`src/rtl/xuly_mod_chinh.sv`:
```
// xuly_mod_chinh: upstream control stage of the clock-adjust path.
// - Debounces the MODE (btn_mod) and UP (btn_tang) push-buttons.
// - Runs the adjust-mode FSM: 00 none, 01 seconds, 10 minutes, 11 hours.
// - Turns accepted UP presses into one-clock increment pulses for the selected field.
// - Falls back to mode 00 after TIMEOUT_MS of inactivity.
// Optional feature macro: AUTO_REPEAT_EN.
//   When defined, a held UP button keeps producing increment pulses
//   (first after REP_DELAY_MS, then every REP_RATE_MS).
module xuly_mod_chinh #(
  parameter int CLK_DIV      = 125000,
  parameter int DEB_MS       = 20,
  parameter int TIMEOUT_MS   = 10000,
  parameter int REP_DELAY_MS = 500,
  parameter int REP_RATE_MS  = 100
) (
  input  logic       clk,
  input  logic       rst,
  input  logic       btn_mod,
  input  logic       btn_tang,
  output logic [1:0] gt_mod,
  output logic       inc_giay,
  output logic       inc_phut,
  output logic       inc_gio,
  output logic       adj_active
);

  // Prescaler width; a divider of 1 still needs a 1-bit counter.
  localparam int PW = (CLK_DIV > 1) ? $clog2(CLK_DIV) : 1;
  // Debounce counter only needs to reach DEB_MS.
  localparam int DW = $clog2(DEB_MS + 1);
  // Shared width for the long millisecond counters (idle and auto-repeat).
  localparam int MS_MAX0 = (TIMEOUT_MS > REP_DELAY_MS) ? TIMEOUT_MS : REP_DELAY_MS;
  localparam int MS_MAX  = (MS_MAX0 > REP_RATE_MS) ? MS_MAX0 : REP_RATE_MS;
  localparam int MSW     = $clog2(MS_MAX + 1);

  typedef enum logic [1:0] {
    MODE_NONE = 2'b00,
    MODE_SEC  = 2'b01,
    MODE_MIN  = 2'b10,
    MODE_HOUR = 2'b11
  } mode_e;

  // Button index 0 = MODE, 1 = UP.
  logic [1:0]     sync1_r;
  logic [1:0]     sync2_r;
  logic [PW-1:0]  presc_r;
  logic [DW-1:0]  deb_cnt_r [2];
  logic [1:0]     deb_r;
  logic [1:0]     deb_q_r;
  logic [1:0]     lock_r;
  logic [MSW-1:0] idle_r;
  mode_e          mode_r;

  logic           tick_s;
  logic [1:0]     press_s;
  logic           mod_press_s;
  logic           up_press_s;
  logic           up_accept_s;
  logic           timeout_s;
  logic           rep_fire_s;
  mode_e          next_mode_s;

`ifdef AUTO_REPEAT_EN
  logic [MSW-1:0] rep_cnt_r;
  logic           rep_armed_r;
  logic           rep_first_r;
  logic [MSW-1:0] rep_target_s;
`endif

  assign gt_mod = mode_r;

  // Two-flop synchronisers; left unreset so they track the buttons during reset.
  always_ff @(posedge clk) begin
    sync1_r <= {btn_tang, btn_mod};
    sync2_r <= sync1_r;
  end

  // Millisecond prescaler: counts 0..CLK_DIV-1 and wraps.
  always_ff @(posedge clk) begin
    if (rst) begin
      presc_r <= {PW{1'b0}};
    end else if (presc_r == PW'(CLK_DIV - 1)) begin
      presc_r <= {PW{1'b0}};
    end else begin
      presc_r <= presc_r + PW'(1);
    end
  end

  // Per-button debounce; lock_r hides a press that was already held across reset.
  always_ff @(posedge clk) begin
    if (rst) begin
      for (int i = 0; i < 2; i++) begin
        deb_cnt_r[i] <= {DW{1'b0}};
      end
      deb_r   <= 2'b00;
      deb_q_r <= 2'b00;
      lock_r  <= 2'b11;
    end else begin
      deb_q_r <= deb_r;
      for (int i = 0; i < 2; i++) begin
        if (sync2_r[i] == deb_r[i]) begin
          deb_cnt_r[i] <= {DW{1'b0}};
        end else if (tick_s) begin
          if (deb_cnt_r[i] == DW'(DEB_MS - 1)) begin
            deb_r[i]     <= sync2_r[i];
            deb_cnt_r[i] <= {DW{1'b0}};
          end else begin
            deb_cnt_r[i] <= deb_cnt_r[i] + DW'(1);
          end
        end
        // A button is armed again once it has been seen released and settled.
        if (!sync2_r[i] && !deb_r[i]) begin
          lock_r[i] <= 1'b0;
        end
      end
    end
  end

  // Strobes, next-mode decode and timeout/repeat qualifiers.
  always_comb begin
    tick_s      = (presc_r == PW'(CLK_DIV - 1));
    press_s     = deb_r & ~deb_q_r & ~lock_r;
    mod_press_s = press_s[0];
    up_press_s  = press_s[1];
    next_mode_s = MODE_NONE;
    case (mode_r)
      MODE_NONE: next_mode_s = MODE_SEC;
      MODE_SEC:  next_mode_s = MODE_MIN;
      MODE_MIN:  next_mode_s = MODE_HOUR;
      MODE_HOUR: next_mode_s = MODE_NONE;
      default:   next_mode_s = MODE_NONE;
    endcase
    // A mode step in the same clock swallows the UP press.
    if (up_press_s && !mod_press_s && (mode_r != MODE_NONE)) begin
      up_accept_s = 1'b1;
    end else begin
      up_accept_s = 1'b0;
    end
    timeout_s = (idle_r == MSW'(TIMEOUT_MS));
`ifdef AUTO_REPEAT_EN
    if (rep_first_r) begin
      rep_target_s = MSW'(REP_DELAY_MS - 1);
    end else begin
      rep_target_s = MSW'(REP_RATE_MS - 1);
    end
    if (rep_armed_r && tick_s && deb_r[1] && !mod_press_s &&
        (mode_r != MODE_NONE) && (rep_cnt_r == rep_target_s)) begin
      rep_fire_s = 1'b1;
    end else begin
      rep_fire_s = 1'b0;
    end
`else
    rep_fire_s = 1'b0;
`endif
  end

`ifdef AUTO_REPEAT_EN
  // Auto-repeat timer: armed by an accepted UP press, dropped on release or mode change.
  always_ff @(posedge clk) begin
    if (rst) begin
      rep_cnt_r   <= {MSW{1'b0}};
      rep_armed_r <= 1'b0;
      rep_first_r <= 1'b0;
    end else if (up_accept_s) begin
      rep_cnt_r   <= {MSW{1'b0}};
      rep_armed_r <= 1'b1;
      rep_first_r <= 1'b1;
    end else if (!deb_r[1] || mod_press_s || (mode_r == MODE_NONE)) begin
      rep_cnt_r   <= {MSW{1'b0}};
      rep_armed_r <= 1'b0;
      rep_first_r <= 1'b0;
    end else if (rep_fire_s) begin
      rep_cnt_r   <= {MSW{1'b0}};
      rep_first_r <= 1'b0;
    end else if (rep_armed_r && tick_s) begin
      rep_cnt_r <= rep_cnt_r + MSW'(1);
    end
  end
`endif

  // Adjust-mode FSM with registered mode, activity flag and increment pulses.
  always_ff @(posedge clk) begin
    if (rst) begin
      mode_r     <= MODE_NONE;
      adj_active <= 1'b0;
      inc_giay   <= 1'b0;
      inc_phut   <= 1'b0;
      inc_gio    <= 1'b0;
      idle_r     <= {MSW{1'b0}};
    end else begin
      inc_giay <= 1'b0;
      inc_phut <= 1'b0;
      inc_gio  <= 1'b0;
      if (mod_press_s) begin
        mode_r     <= next_mode_s;
        adj_active <= (next_mode_s != MODE_NONE);
        idle_r     <= {MSW{1'b0}};
      end else if (up_accept_s || rep_fire_s) begin
        case (mode_r)
          MODE_SEC:  inc_giay <= 1'b1;
          MODE_MIN:  inc_phut <= 1'b1;
          MODE_HOUR: inc_gio  <= 1'b1;
          default:   inc_giay <= 1'b0;
        endcase
        idle_r <= {MSW{1'b0}};
      end else if (mode_r == MODE_NONE) begin
        idle_r <= {MSW{1'b0}};
      end else if (timeout_s) begin
        // Inactivity: drop back to no-adjust without touching the counters.
        mode_r     <= MODE_NONE;
        adj_active <= 1'b0;
        idle_r     <= {MSW{1'b0}};
      end else if (tick_s) begin
        idle_r <= idle_r + MSW'(1);
      end
    end
  end

endmodule

```
`config.mk`:
```
export PLATFORM = sky130hd
export DESIGN_NAME = xuly_mod_chinh
export DESIGN_NICKNAME = d
export VERILOG_FILES = /design/src/rtl/xuly_mod_chinh.sv
export SDC_FILE = /design/constraint.sdc
export NUM_CORES = 1
export LEC_CHECK = 0
export CAP_MARGIN = 20
export CORE_AREA = 2 2 99 101
export DETAILED_ROUTE_END_ITERATION = 12
export DIE_AREA = 0 0 101 103
export MAX_ROUTING_LAYER = met4
export SLEW_MARGIN = 10
export SYNTH_ARGS = -nofsm -noshare
export SYNTH_HDL_FRONTEND = slang
export SYNTH_SLANG_ARGS = --single-unit
```
`constraint.sdc`:
```
create_clock -name clk -period 2.2 [get_ports clk]
set_input_delay 0.33 -clock clk [delete_from_list [all_inputs] [get_ports clk]]
set_output_delay 0.33 -clock clk [all_outputs]
set_load 0.005 [all_outputs]
```
==> impl_metrics.prom, run 1 <==
# TYPE chip_impl_metric gauge
chip_impl_metric{name="final_cell_count_no_fill",unit=""} 426
chip_impl_info{name="cp-start-kind",value="flip-flop"} 1
chip_impl_metric{name="grt_use_total",unit="%"} 10.9
chip_impl_metric{name="path_clk_slew",unit="ns"} 0.06
chip_impl_metric{name="final-max-slew-violation-count",unit=""} 0
chip_impl_info{name="setup_crit_path_kind",value="flip-flop to flip-flop"} 1
chip_impl_metric{name="cts_made_buffers",unit=""} 9
chip_impl_metric{name="vias_per_cell",unit=""} 4.88
chip_impl_info{name="tritoncts_clock_tree",value="yes"} 1
chip_impl_metric{name="synthesis.area",unit="um2"} 2720
chip_impl_metric{name="post_synth_inst_count",unit=""} 288
chip_impl_metric{name="cts_hold_buf",unit=""} 0
chip_impl_metric{name="first_iteration_detailed_routing_drc_count",unit=""} 92
chip_impl_metric{name="layout.core_utilization",unit="%"} 33.6
chip_impl_metric{name="grt_first_pass_wirelength",unit="um"} 8670
chip_impl_metric{name="syn_area_per_cell",unit="um2"} 9.44
chip_impl_metric{name="area.sequential",unit="um2"} 1240
chip_impl_metric{name="largest_net_degree_at_the_start_of_global_routing",unit=""} 18
chip_impl_metric{name="clock-skew-final",unit="ns"} 0.00959
chip_impl_metric{name="cts_repair_resized_insts",unit=""} 0
chip_impl_metric{name="antenna_diode_count",unit=""} 0
chip_impl_metric{name="max-clock-path-buffers",unit=""} 2
chip_impl_metric{name="period_share",unit="%"} 87.9
chip_impl_metric{name="post_dr_wirelength_cell",unit="um"} 11.7
chip_impl_metric{name="tightest_slew",unit="ns"} 0.484
chip_impl_metric{name="wirelength",unit="um"} 4990
chip_impl_metric{name="number_of_drc_violations_after_detailed_routing",unit=""} 0
chip_impl_metric{name="syn_to_final_growth",unit="%"} 16.9
chip_impl_metric{name="ys_types",unit=""} 41
chip_impl_metric{name="die_area",unit="um2"} 10400
chip_impl_info{name="hold_path.class",value="flip-flop to flip-flop"} 1
chip_impl_metric{name="multiInputGateArea",unit="um2"} 1370
chip_impl_metric{name="clk_latency",unit="ns"} 0.33
chip_impl_metric{name="synth_seq_area_share",unit="%"} 45.6
chip_impl_metric{name="core_area",unit="um2"} 9460
chip_impl_metric{name="place.gp.congestion",unit=""} 0.789
chip_impl_metric{name="detailroute.via_count",unit=""} 2079
chip_impl_info{name="status",value="complete, no violations"} 1
chip_impl_metric{name="static-leakage-power",unit="nW"} 1.11
chip_impl_metric{name="synth-seq-cells",unit=""} 57
chip_impl_metric{name="fill_cells",unit=""} 990
chip_impl_metric{name="die-width",unit="um"} 101
chip_impl_info{name="worstHoldStart",value="sync1_r[1]"} 1
chip_impl_metric{name="final_period_minus_worst_setup_slack",unit="ns"} 1.93
chip_impl_metric{name="crit_fanout",unit=""} 7
chip_impl_metric{name="cts.sinks",unit=""} 57
chip_impl_metric{name="power_per_cell_area",unit="nW/um2"} 674
chip_impl_metric{name="dp_cells",unit=""} 410
chip_impl_metric{name="final_antenna_net_count",unit=""} 0
chip_impl_metric{name="row_count",unit=""} 36
chip_impl_metric{name="first_global_vias",unit=""} 1926
chip_impl_metric{name="critPathRequiredTime",unit="ns"} 2.27
chip_impl_info{name="synthDominantAreaCellType",value="sky130_fd_sc_hd__dfxtp_1"} 1
chip_impl_metric{name="timing.max_cap.violations",unit=""} 0
chip_impl_info{name="rsz0062_at_grt",value="no"} 1
chip_impl_metric{name="portBuffers",unit=""} 9
chip_impl_metric{name="floorplan.initialDensity",unit="%"} 28.8
chip_impl_info{name="r2r_startpoint",value="presc_r[0]"} 1
chip_impl_metric{name="post-cts-setup-buffers",unit=""} 0
chip_impl_metric{name="final_net_count",unit=""} 322
chip_impl_metric{name="report.final.setup_viol",unit=""} 0
chip_impl_metric{name="max_slew_margin",unit="%"} 67.7
chip_impl_metric{name="critical_path_arrival",unit="ns"} 2.00
chip_impl_metric{name="yosys_warnings",unit=""} 0
chip_impl_info{name="critPathCaptureType",value="flip-flop"} 1
chip_impl_metric{name="timing.setup.tns",unit="ns"} 0
chip_impl_metric{name="place.detailed.hpwl",unit="um"} 3600
chip_impl_metric{name="peakVddDrop",unit="V"} 0.000457
chip_impl_metric{name="proportion_of_layout_cells_with_a_drive_suffix_above_1",unit="%"} 10.6
chip_impl_metric{name="total_iterations_of_the_first_detailed_routing_run",unit=""} 4
chip_impl_metric{name="totalPowerFinal",unit="mW"} 2.14
chip_impl_metric{name="syn-num-nets",unit=""} 303
chip_impl_metric{name="pin_count",unit=""} 10
chip_impl_info{name="synth.area.top_cells",value="sky130_fd_sc_hd__dfxtp_1 (35%), sky130_fd_sc_hd__edfxtp_1 (11%), sky130_fd_sc_hd__ha_1 (5.1%)"} 1
chip_impl_metric{name="hold_viol_final",unit=""} 0
chip_impl_metric{name="grt_overflow_total",unit=""} 0
chip_impl_metric{name="fmax",unit="MHz"} 517
chip_impl_metric{name="antenna_violations_before_repair",unit=""} 0
chip_impl_info{name="worstSetupStartpoint",value="presc_r[0]"} 1
chip_impl_metric{name="cts-htree-levels",unit=""} 3
chip_impl_info{name="cts-root-buf",value="sky130_fd_sc_hd__clkbuf_8"} 1
chip_impl_metric{name="dieHeight",unit="um"} 103
chip_impl_metric{name="fraction_of_synthesized_cell_area_taken_by_the_top_area_cell_type",unit="%"} 34.6
chip_impl_metric{name="finalHoldWorstSlack",unit="ns"} 0.329
==> cells in the mapped netlist, drive strengths merged <==
cell type,count
nand3,25
nand2b,3
inv,18
nor4b,2
and4,2
nand2,10
nand4,9
a21oi,16
a21o,4
clkbuf,6
nor3,2
dfxtp,47
or2,2
or4bb,1
and2,5
xnor2,8
nor3b,2
or4,13
xor2,10
a2111oi,1
ha,11
nand3b,4
nand4bb,1
and4b,1
nor4,6
or3,2
buf,3
o21ai,8
edfxtp,10
mux2,1
nor4bb,1
o31ai,9
mux2i,5
and3,6
nor2,32
nor2b,2
==> final cells by class <==
cell class | count | share of cell area [%]
clock buffers | 14 | 5.43
clock inverters | 2 | 1.10
inverters | 18 | 2.12
multi-input cells | 204 | 43.1
flip-flops and latches | 57 | 39.0
well taps | 114 | 4.48
repair buffers | 17 | 4.72
==> stage by stage <==
step / worst slack [ns] / cell area (um2)
after floorplan: 0.245 / 2720
after global placement: 0.264 / 2970
after detailed placement: 0.252 / 2970
after CTS: 0.256 / 3180
after global routing: 0.169 / 3180
final: 0.265 / 3180
==> layout by cell type, fill, tap and decap left out, types with 5 or more instances in the layout <==
master / instances
sky130_fd_sc_hd__a21oi_1: 16
sky130_fd_sc_hd__and2_1: 5
sky130_fd_sc_hd__and3_1: 6
sky130_fd_sc_hd__buf_4: 8
sky130_fd_sc_hd__clkbuf_8: 12
sky130_fd_sc_hd__clkdlybuf4s50_1: 9
sky130_fd_sc_hd__dfxtp_1: 47
sky130_fd_sc_hd__edfxtp_1: 10
sky130_fd_sc_hd__ha_1: 11
sky130_fd_sc_hd__inv_1: 18
sky130_fd_sc_hd__mux2i_1: 5
sky130_fd_sc_hd__nand2_1: 8
sky130_fd_sc_hd__nand3_1: 25
sky130_fd_sc_hd__nand4_1: 9
sky130_fd_sc_hd__nor2_1: 32
sky130_fd_sc_hd__nor4_1: 5
sky130_fd_sc_hd__o21ai_0: 8
sky130_fd_sc_hd__o31ai_1: 9
sky130_fd_sc_hd__or4_1: 10
sky130_fd_sc_hd__xnor2_1: 8
sky130_fd_sc_hd__xor2_1: 10
==> final timing paths <==
path	end	slack, ns	cells after the start
hold reg to reg	sync2_r[1]	0.33	0
setup reg to reg	deb_cnt_r[0][0]	0.27	6
setup / recovery	deb_cnt_r[0][0]	0.27	6
hold / removal	sync2_r[1]	0.33	0
==> metal layers <==
| metal | up-vias | GRT usage, % | part of all wire, % |
|---|---|---|---|
| met4 | 0 | 3.74 | 1.4 |
| met5 | - | - | 0 |
| met3 | 8 | 3.86 | 3.9 |
| met2 | 32 | 17.0 | 47 |
| li1 | 1074 | - | - |
| met1 | 965 | 13.0 | 47 |
==> sequential cells by signal, summed over array words and instances, names as in the netlist, 2 cells and up <==
register,flops
presc_r,17
idle_r,14
deb_cnt_r,10
deb_q_r,2
deb_r,2
gt_mod,2
lock_r,2
sync1_r,2
sync2_r,2
==> power by group <==
part	switching (mW)	total, mW	internal, mW
combinational	0.0265	0.0492	0.0227
sequential	0.0134	1.09	1.08
clock	0.387	1.00	0.615
total	0.427	2.14	1.72
==> cell families after synthesis <==
kind of cell / count (synthesis) / synth area share, %
compound gates: 38 / 8.56
xor+xnor: 18 / 5.80
fa+ha+maj: 11 / 5.06
buf+inv: 27 / 3.96
flops: 57 / 45.6
mux: 6 / 2.39
simple gates: 131 / 28.6
==> critical path, cell delays in order (launching register included) <==
cell and delay [ns]:
sky130_fd_sc_hd__dfxtp_1 0.32, sky130_fd_sc_hd__ha_1 0.24, sky130_fd_sc_hd__and3_1 0.21, sky130_fd_sc_hd__buf_4 0.16, sky130_fd_sc_hd__and3_1 0.20, sky130_fd_sc_hd__a21o_1 0.20, sky130_fd_sc_hd__or2_2 0.34
Note: power is estimated with default switching activity, not from simulation.
==> run 2: changes to the inputs <==
--- a/config.mk
+++ b/config.mk
@@ -7,6 +7,7 @@
 export LEC_CHECK = 0
 export CAP_MARGIN = 20
 export CORE_AREA = 2 2 99 101
+export CTS_CLUSTER_SIZE = 20
 export DETAILED_ROUTE_END_ITERATION = 12
 export DIE_AREA = 0 0 101 103
 export MAX_ROUTING_LAYER = met4
==> results of run 2 <==
The final DEF is identical to that of run 1; final timing and power are the same.
==> variant (config.mk and constraints of run 1) <==
Change the parameter `CLK_DIV` from 125000 to 62500.
--- a/src/rtl/xuly_mod_chinh.sv
+++ b/src/rtl/xuly_mod_chinh.sv
@@ -7,7 +7,7 @@
 //   When defined, a held UP button keeps producing increment pulses
 //   (first after REP_DELAY_MS, then every REP_RATE_MS).
 module xuly_mod_chinh #(
-  parameter int CLK_DIV      = 125000,
+  parameter int CLK_DIV      = 62500,
   parameter int DEB_MS       = 20,
   parameter int TIMEOUT_MS   = 10000,
   parameter int REP_DELAY_MS = 500,
Check against the original RTL: no difference found for any inputs over 10 cycles, from zero or initial values and one cycle with rst high; that may be too few to reach the edited logic, so the function may still have changed.
==> variant against run 1 <==
Total power down 19%; design area down 4.4%; wire length down 6.7%; setup slack worse by 420 ps; synthesized area down 7.7%; the flow now finishes with violations (negative setup slack); first-iteration DRC count up 32%; utilization down 1.5 points; sequential cell count down 1; critical path type unchanged; clock skew down 2.6 ps.
==> variant: results (changes against run 1) <==
* Post-synth cell types at 37 (-9.8%)
* Post-DR vias/cell at 4.76 (-2.4%)
* NumNets Final at 313 (-2.8%)
* Combinational-cell power consumption at 64.0 µW (+30%)
* Ranking of synthesized cells by area: sky130_fd_sc_hd__dfxtp_1, sky130_fd_sc_hd__edfxtp_1, sky130_fd_sc_hd__ha_1, sky130_fd_sc_hd__xor2_1, sky130_fd_sc_hd__nor2_1
* Per-instance average area after synthesis at 9.41 µm² (-0.42%)
* Routed metal-1 wire length at 2260 µm (-4.8%)
* Leading cell types by count after synthesis: sky130_fd_sc_hd__dfxtp_1, sky130_fd_sc_hd__nor2_1, sky130_fd_sc_hd__nand3_1
* Sequential area share after synthesis at 0.486 (+0.0300)
* Number of logic inverters in the finished layout at 16 (-2)
* Number of global-route vias before repair at 1842 (-4.4%)
* Final Setup Violations at 18 (+18)
* Multi-input gate area at 0.00124 mm² (-9.4%)
* Detailed Route Iter0 Violations at 121 (+32%)
* Total met3 wirelength after detailed routing at 131 µm (-33%)
* Largest incremental delay on the critical path at 570 ps (+230 ps)
* Filler cells at 958 (-3.2%)
* Final Cell Area at 0.00304 mm² (-4.4%)
* Share of post-route cells with drive strength above 1 at 0.164 (+0.0581)
* Clock transition at path regs at 100 ps (+40 ps)
* Violated checks: negative setup slack
* Number of buffers added by the clock tree synthesis step at 5 (-4)
* Clock share of power at 0.341 (-0.126)
* Total length of routed met2 wires at 2230 µm (-5.2%)
* Largest registers: presc_r: 16 flops, idle_r: 14 flops, deb_cnt_r: 10 flops
* Power Density at 568 mW/mm² (-16%)
* Routability congestion estimate at 0.818 (+3.7%)
* H-tree level count at 2 (-1)
* Vias at 1967 (-5.4%)
* Number of cells after detailed placement at 402 (-2.0%)
* Global routing met1 resource utilization at 0.124 (-0.00639)
* Standby leakage power at 1.04 nW (-6.2%)
* GRT Util Overall at 0.100 (-0.00844)
* Wire length of the first global-routing pass at 8230 µm (-5.1%)
* Switch Pwr at 399 µW (-6.5%)
* Met3 Use GR at 0.0203 (-0.0183)
* Total cell area at the placement stage at 0.00288 mm² (-3.2%)
* Non-clock buffering overhead at 0.0913 (+0.0441)
* Master of the slowest instance on the critical path: sky130_fd_sc_hd__or4b_4
* Result of the run: complete, but fails checks
* Clock network share of area at 0.0313 (-0.0340)
* Post-route worst setup slack at -153 ps (-418 ps)
-- variant: repair_timing --
action                                  in CTS  in global routing
buffers inserted                             2                  1
gates resized for setup                      4                 13
cloned                                       0                  0
pin swaps                                    8                  5
hold buffers                                 0                  0
endpoints found under the setup margin      21                 22
endpoints found under the hold margin        0                  0
-- variant: path summary, 6_finish.rpt --
kind / start / to / slack (ps) / cells past startpoint
max reg2reg: presc_r[1] / deb_cnt_r[1][3] / -150 / 5
min reg2reg: sync1_r[1] / sync2_r[1] / 340 / 0
max: presc_r[1] / deb_cnt_r[1][3] / -150 / 5
min: sync1_r[1] / sync2_r[1] / 340 / 0
-- variant: cell families (layout without fill, tap and decap cells) --
group           Yosys count  after routing  share of synthesized area
xor+xnor                 19             19                     0.0663
fa+ha+maj                11             11                     0.0548
simple gates            114            114                      0.253
flops                    56             56                      0.486
buf+inv                  25             57                     0.0414
compound gates           42             42                     0.0982
